**src/rtl/midori64_byte_frontend_if.sv**
```systemverilog
// Byte-stream channels between the host and the Midori64 byte frontend.
// The inbound channel carries command, key and block bytes; the outbound channel carries results.
interface midori64_byte_frontend_if;
  logic [7:0] in_data;
  logic       in_valid;
  logic       in_ready;
  logic [7:0] out_data;
  logic       out_valid;
  logic       out_ready;
  logic       out_last;

  modport master (
    output in_data, in_valid, out_ready,
    input  in_ready, out_data, out_valid, out_last
  );

  modport slave (
    input  in_data, in_valid, out_ready,
    output in_ready, out_data, out_valid, out_last
  );
endinterface

```
**src/rtl/midori64_byte_frontend.sv**
```systemverilog
// Byte-serial load/unload stage for a registered Midori64 core.
// It assembles the command, optional key and block, waits out the core latency and streams C out.
module midori64_byte_frontend #(
  parameter int unsigned LAT = 2
) (
  input  logic                     clk,
  input  logic                     rst,
  midori64_byte_frontend_if.slave  host,
  output logic                     busy,
  output logic                     enc_o,
  output logic [127:0]             K_o,
  output logic [63:0]              P_o,
  input  logic [63:0]              C_i
);

  typedef enum logic [2:0] {StCmd, StKey, StBlk, StWait, StOut} state_e;

  // The capture edge is the (LAT+1)th edge after the final block byte.
  localparam logic [4:0] WaitLast = 5'(LAT);

  state_e       state_q, state_d;
  logic [4:0]   cnt_q, cnt_d;
  logic         enc_q, enc_d;
  logic [127:0] key_q, key_d;
  logic [63:0]  blk_q, blk_d;
  logic [63:0]  shift_q, shift_d;
  logic         in_fire;
  logic         out_fire;

  assign in_fire  = host.in_valid && host.in_ready;
  assign out_fire = host.out_valid && host.out_ready;

  always_ff @(posedge clk or negedge rst) begin
    if (!rst) begin
      state_q <= StCmd;
    end else begin
      state_q <= state_d;
    end
  end

  always_comb begin
    state_d = state_q;
    unique case (state_q)
      StCmd:   if (in_fire) state_d = host.in_data[1] ? StKey : StBlk;
      StKey:   if (in_fire && cnt_q == 5'd15) state_d = StBlk;
      StBlk:   if (in_fire && cnt_q == 5'd7) state_d = StWait;
      StWait:  if (cnt_q == WaitLast) state_d = StOut;
      StOut:   if (out_fire && cnt_q == 5'd7) state_d = StCmd;
      default: state_d = StCmd;
    endcase
  end

  always_comb begin
    host.in_ready  = rst && (state_q == StCmd || state_q == StKey || state_q == StBlk);
    host.out_valid = (state_q == StOut);
    host.out_last  = (state_q == StOut) && (cnt_q == 5'd7);
    host.out_data  = shift_q[63:56];
    busy           = (state_q != StCmd);
    enc_o          = enc_q;
    K_o            = key_q;
    P_o            = blk_q;
  end

  always_comb begin
    cnt_d   = cnt_q;
    enc_d   = enc_q;
    key_d   = key_q;
    blk_d   = blk_q;
    shift_d = shift_q;
    unique case (state_q)
      StCmd: begin
        if (in_fire) begin
          enc_d = host.in_data[0];
          cnt_d = 5'd0;
        end
      end
      StKey: begin
        if (in_fire) begin
          key_d = {key_q[119:0], host.in_data};
          cnt_d = (cnt_q == 5'd15) ? 5'd0 : cnt_q + 5'd1;
        end
      end
      StBlk: begin
        if (in_fire) begin
          blk_d = {blk_q[55:0], host.in_data};
          cnt_d = (cnt_q == 5'd7) ? 5'd0 : cnt_q + 5'd1;
        end
      end
      StWait: begin
        // Earlier core outputs still reflect the partially loaded block.
        if (cnt_q == WaitLast) begin
          shift_d = C_i;
          cnt_d   = 5'd0;
        end else begin
          cnt_d = cnt_q + 5'd1;
        end
      end
      StOut: begin
        if (out_fire) begin
          shift_d = {shift_q[55:0], 8'h00};
          cnt_d   = (cnt_q == 5'd7) ? 5'd0 : cnt_q + 5'd1;
        end
      end
      default: ;
    endcase
  end

  always_ff @(posedge clk or negedge rst) begin
    if (!rst) begin
      cnt_q   <= 5'd0;
      enc_q   <= 1'b0;
      key_q   <= 128'd0;
      blk_q   <= 64'd0;
      shift_q <= 64'd0;
    end else begin
      cnt_q   <= cnt_d;
      enc_q   <= enc_d;
      key_q   <= key_d;
      blk_q   <= blk_d;
      shift_q <= shift_d;
    end
  end

endmodule
```
**src/flat_wrapper.sv**
```systemverilog
// flat-port wrapper written by rule: the top's interface ports become plain ports
module midori64_byte_frontend_flat 
#(
  parameter int unsigned LAT = 2
)
  (clk, rst, busy, enc_o, K_o, P_o, C_i, host_in_data, host_in_valid, host_out_ready, host_in_ready, host_out_data, host_out_valid, host_out_last);
  midori64_byte_frontend_if host_i ();
  input  logic clk;
  input  logic rst;
  output logic busy;
  output logic enc_o;
  output logic [127:0] K_o;
  output logic [63:0] P_o;
  input  logic [63:0] C_i;
  input wire logic [$bits(host_i.in_data)-1:0] host_in_data;
  input wire logic [$bits(host_i.in_valid)-1:0] host_in_valid;
  input wire logic [$bits(host_i.out_ready)-1:0] host_out_ready;
  output wire logic [$bits(host_i.in_ready)-1:0] host_in_ready;
  output wire logic [$bits(host_i.out_data)-1:0] host_out_data;
  output wire logic [$bits(host_i.out_valid)-1:0] host_out_valid;
  output wire logic [$bits(host_i.out_last)-1:0] host_out_last;
  assign host_i.in_data = host_in_data;
  assign host_i.in_valid = host_in_valid;
  assign host_i.out_ready = host_out_ready;
  assign host_in_ready = host_i.in_ready;
  assign host_out_data = host_i.out_data;
  assign host_out_valid = host_i.out_valid;
  assign host_out_last = host_i.out_last;
  midori64_byte_frontend #(.LAT(LAT)) u_core (.clk(clk), .rst(rst), .host(host_i), .busy(busy), .enc_o(enc_o), .K_o(K_o), .P_o(P_o), .C_i(C_i));
endmodule
```
**config.mk**
```make
export PLATFORM = sky130hd
export DESIGN_NAME = midori64_byte_frontend_flat
export DESIGN_NICKNAME = d
export VERILOG_FILES = /design/src/rtl/midori64_byte_frontend_if.sv /design/src/rtl/midori64_byte_frontend.sv /design/src/flat_wrapper.sv
export SDC_FILE = /design/constraint.sdc
export NUM_CORES = 1
export LEC_CHECK = 0
export BUFFER_PORTS_ARGS = -buffer_cell sky130_fd_sc_hd__buf_2
export CAP_MARGIN = 20
export CORE_ASPECT_RATIO = 1.75
export CORE_MARGIN = 8
export CORE_UTILIZATION = 34
export CTS_BUF_LIST = sky130_fd_sc_hd__clkbuf_8
export DETAILED_ROUTE_END_ITERATION = 6
export GPL_ROUTABILITY_DRIVEN = 0
export PLACE_DENSITY_LB_ADDON = 0.25
export SLEW_MARGIN = 10
export SYNTH_ARGS = -nofsm -noshare
export SYNTH_HDL_FRONTEND = slang
export SYNTH_SLANG_ARGS = --single-unit
export TNS_END_PERCENT = 1
```
**constraint.sdc**
```tcl
create_clock -name clk -period 2.18 [get_ports clk]
set_input_delay 0.109 -clock clk [delete_from_list [all_inputs] [get_ports clk]]
set_output_delay 0.109 -clock clk [all_outputs]
set_load 0.01 [all_outputs]
```
Word-level counts from Yosys, hierarchy flattened
Cells that the tools add are included.

Register bits: 265. Input port bits: 76. Word-level logic and storage cells: 59.

Add/sub/neg operators: 1. Equality and inequality tests: 15. Multiplexer cells: 18. Reduce and logical (&&, ||, !) cells: 19.

Operators with widths (count): two-way mux 64 bit (2); one-hot mux 64 bit (2 select lines) (1); two-way mux 5 bit (7); one-hot mux 5 bit (5 select lines) (1); two-way mux 3 bit (5); one-hot mux 3 bit (5 select lines) (1); != test 2 x 1 -> 1 bit, second input constant (6); AND reduction 5 bit (2); logical AND 1 bit (7); equality test 3 x 2 -> 1 bit, second input constant (2); AND reduction 2 bit (3); adder 5 x 1 -> 5 bit, second input constant (1); equality test 5 x 2 -> 1 bit, second input constant (1); equality test 5 x 3 -> 1 bit, second input constant (1); equality test 5 x 4 -> 1 bit, second input constant (1); nonzero test 5 bit (1); != test 2 bit, second input constant (2); equality test 3 x 1 -> 1 bit, second input constant (1); equality test 3 bit, second input constant (1); zero test 3 bit (1); AND reduction 3 bit (1); nonzero test 3 bit (1); logical OR 1 bit (2); two-way mux 2 bit (1); nonzero test 2 bit (1).

Depth between registers and ports, before layout
Depth in word-level cells: 8. Mapped depth: 8. Depth with buffers taken out: 8.

Least setup slack after synthesis
OpenSTA, ideal clock, no wires.

Path kind: register to register. From: reg u_core.cnt_q[0]. To: reg u_core.state_q[0]. Arrival time: 1691 ps. Path slack: 410 ps. Cell stages (with the launch flop): 9. Path through: dfrtp_1 > ha_1 > nand3_1 > inv_1 > ha_1 > nand2_1 > o2bb2ai_1 > o311ai_0 > mux2i_1.

Longest elaborated chain between the ends: 4. Elaborated cells on any way between the ends: 11. Those cells by class: eq/ne: 7; reduce/logical: 4.

Ends and longest elaborated chain: from (decl) (RTL line midori64_byte_frontend.sv:22) `logic [4:0] cnt_q, cnt_d;`; from (signal assigned) (RTL line midori64_byte_frontend.sv:116) `cnt_q <= cnt_d;`; equality test 5 x 3 -> 1 bit / equality test 5 x 4 -> 1 bit (equally long branches) (RTL line midori64_byte_frontend.sv:46, midori64_byte_frontend.sv:48, midori64_byte_frontend.sv:45); logical AND 1 bit (on tied branches) (RTL line midori64_byte_frontend.sv:48, midori64_byte_frontend.sv:45, midori64_byte_frontend.sv:46); != test 2 bit (no source line) / != test 2 x 1 -> 1 bit (equally long branches); AND reduction 5 bit (no source line) (*); to (signal assigned) (RTL line midori64_byte_frontend.sv:35) `state_q <= StCmd;`; to (signal assigned) (RTL line midori64_byte_frontend.sv:37) `state_q <= state_d;`; to (decl) (RTL line midori64_byte_frontend.sv:21) `state_e state_q, state_d;`.

Mark *: on every way between the ends. The rest lies on a longest branch, timed or not. A chain may end at the register's enable or synchronous reset.

Worst setup path in the final report
From: reg u_core.state_q[2]. To: out host_out_valid.

Longest elaborated chain between the ends: 1.

Ends and longest elaborated chain: equality test 3 bit (RTL line midori64_byte_frontend.sv:55) `host.out_valid = (state_q == StOut);`; to (decl) (RTL line flat_wrapper.sv:20) `output wire logic [$bits(host_i.out_valid)-1:0] host_out_valid;`.

No other way between the ends.

==> impl_metrics.yaml <==
outcome:
  status: "finished, final reports clean"
power:
  p_leak_uw: 0.00769
  peakVddDrop_uv: 604
  power.density_nw_per_um2: 1120
worst_hold_path:
  holdCritPathClass: "in2reg"
  hold_depth: 5
  min_from: "host_in_valid"
  hold_end: "u_core.state_q[1]$_DFFE_PN0P_"
timing:
  relSlewSlack: 0.337
  tightest_slew_ns: 0.995
  rsz0062_at_grt: "no"
  hold_viol: 0
  clock_skew_ns: 0.0255
  finalCritPeriodShare: 0.946
  max_freq_mhz: 485
  drv_slew: 0
  tns_ns: 0
  setup_violations: 0
  setup_slack_ns: 0.119
  finalWorstPathRequiredPeriod_ns: 2.06
route:
  drc: 0
  routed_wl_um: 28400
  detail-route-antenna-nets: 0
  avgRoutedWirePerCell_um: 18.0
  firstDrtPassIters: 4
  num_vias: 7306
  viasPerCell: 4.64
  drt_iter0_markers: 260
clock_tree:
  h-tree-depth: 2
  cts_tree: "done"
  cts_buffers: 42
  numClockSinks: 265
  cts.reportedPaths.clkPinSlew_ns: 0.07
  clockBufferDepth: 3
  clkLatencyLatePin_ns: 0.56
  cts_root_buf: "clkbuf_8"
synthesis:
  syn_avg_cell_area_um2: 14.6
  netlist_area_um2: 11200
  synth_nets: 848
  ys_seq_area_frac: 0.593
  synth_cells: 768
  yosys_register_bits: 265
  ys_types: 47
  ys.warnings.count: 0
floorplan:
  initial_utilization: 0.342
  core_area_um2: 32700
  io_pins: 281
  die_width_um: 153
  die_area_um2: 39200
  die_h_um: 256
  fp-row-count: 88
finish:
  final_common_cell: "buf_2"
  final_core_util: 0.449
  final_cell_mix: "buf_2, dfrtp_1, mux2_2"
  nFillCells: 3016
  drive_gt1_frac: 0.488
  fin_nets: 1214
  layout-area-overhead-vs-synth_pct: 31.2
placement:
  dpl.hpwl_um: 19700
  post-place-ws_ns: 0.249
  numPortBuffers: 280
worst_setup_path:
  r2r_start: "u_core.cnt_q[0]$_DFFE_PN0P_"
  critPathCaptureType: "output port"
  critPathLaunchType: "flop"
  crit_required_ns: 2.07
  arrival_ns: 1.95
  critPathMaxFanout: 31
  reg2reg_slack_ns: 0.26
  path_class: "reg2out"
  reg2regPathDepth: 8
  rr_endpoint: "u_core.state_q[0]$_DFFE_PN0P_"
grt:
  antenna_found_initial: 0
  grt_max_degree: 146
  grt-ovfl-total: 0
  grt_pass1_vias: 7937
  grt_usage: 0.145
  grt_pass1_wl_um: 45200
run:
  cap_violations: 0
## power breakdown
part           internal [µW]  leakage (µW)  total, µW  switching (µW)
combinational           2380       0.00365       4520            2140
clock                   2630      0.000529       4610            1980
sequential              6240       0.00351       7250            1010
## critical path, cell delays in order (launching register included)
cell and delay (ns):
dfrtp_1 0.35, buf_4 0.20, nor3b_4 0.22, buf_4 0.19
buf_12 0.25, buf_2 0.18
## worst max path at each step
stage / from / end / slack, ns / cells after the start
2_1_floorplan: u_core.cnt_q[0]$_DFFE_PN0P_ / u_core.state_q[0]$_DFFE_PN0P_ / 0.41 / 8
3_3_place_gp: u_core.cnt_q[0]$_DFFE_PN0P_ / u_core.state_q[0]$_DFFE_PN0P_ / 0.28 / 8
3_5_place_dp: u_core.cnt_q[0]$_DFFE_PN0P_ / u_core.cnt_q[0]$_DFFE_PN0P_ / 0.25 / 7
4_1_cts: u_core.state_q[2]$_DFFE_PN0P_ / host_out_valid / -0.0007 / 5
5_1_grt: u_core.state_q[2]$_DFFE_PN0P_ / host_out_last / 0.009 / 6
6_report: u_core.state_q[2]$_DFFE_PN0P_ / host_out_valid / 0.12 / 5
## cell families after synthesis
family | after synthesis | synth area share
DFF | 265 | 0.593
muxes | 250 | 0.266
and+or+nand+nor | 93 | 0.0394
AOI/OAI and AO/OA | 90 | 0.0477
buffers and inverters | 63 | 0.0476
adders and majority gates | 4 | 0.00448
xor gates and xnor gates | 3 | 0.00235
## per-layer routing
layer  wire, µm  track usage
met5          0            0
met4       1010       0.0627
met1      10900        0.159
met2      14900        0.259
met3       1500       0.0353
## what timing repair did
| action | CTS | global route |
|---|---|---|
| hold buffers | 75 | 0 |
| setup buffers | 1 | 1 |
| pin swaps | 0 | 0 |
| endpoints found under the setup margin | 2 | 3 |
| hold endpoints to repair | 348 | 0 |
| gates resized for setup | 2 | 1 |
| cloned | 1 | 0 |
## stage by stage
step | std cells | power (µW) | hold slack (ns) | area, µm²
finish | 1573 | 16400 | 0.135 | 14700
global placement | 1417 | 11700 | -0.0538 | 12900
floorplan | 768 | 10100 | -0.187 | 11200
CTS | 1571 | 16700 | 0.0639 | 14700
detailed placement | 1417 | 11800 | -0.0540 | 12900
global route | 1572 | 17400 | 0.136 | 14700
## synthesized netlist by cell type, drive strengths merged
cell	number	area, µm²
a211o	1	8.76
a211oi	1	7.51
a21bo	1	10.0
a21oi	3	15.0
a221oi	1	8.76
a22o	8	70.1
a22oi	2	15.0
a31oi	1	6.26
a32oi	2	17.5
and2	1	6.26
and3b	2	17.5
and4bb	1	12.5
buf	53	493
clkbuf	3	12.5
dfrtp	265	6630
ha	4	50.1
inv	7	26.3
mux2	193	2400
mux2i	57	571
nand2	66	248
nand2b	1	6.26
nand3	5	30.0
nand4b	1	8.76
nand4bb	1	11.3
nor2	5	18.8
nor2b	1	6.26
nor3	5	30.0
nor3b	2	15.0
nor4b	1	23.8
o211ai	1	7.51
o21a	1	7.51
o21ai	63	315
o221ai	1	8.76
o2bb2ai	1	8.76
o311ai	1	8.76
o31ai	1	7.51
o32a	1	10.0
or3	1	6.26
xnor2	3	26.3
## sequential cells by signal (all words and copies together), names as in the netlist
register,flops
u_core.shift_q,64
u_core.P_o,64
u_core.enc_o,1
u_core.cnt_q,5
u_core.K_o,128
u_core.state_q,3
## cell type report
type                    count  area, µm²  area share
flip-flops and latches    265       6630       0.452
clock buffers              55        757      0.0516
repair buffers            378       2500       0.171
well taps                 405        507      0.0345
clock inverters            22        178      0.0121
inverters                   7       26.3     0.00179
diodes                      1       2.50    0.000171
multi-input cells         440       4060       0.277
No activity file was read; power rests on OpenSTA's default activity.
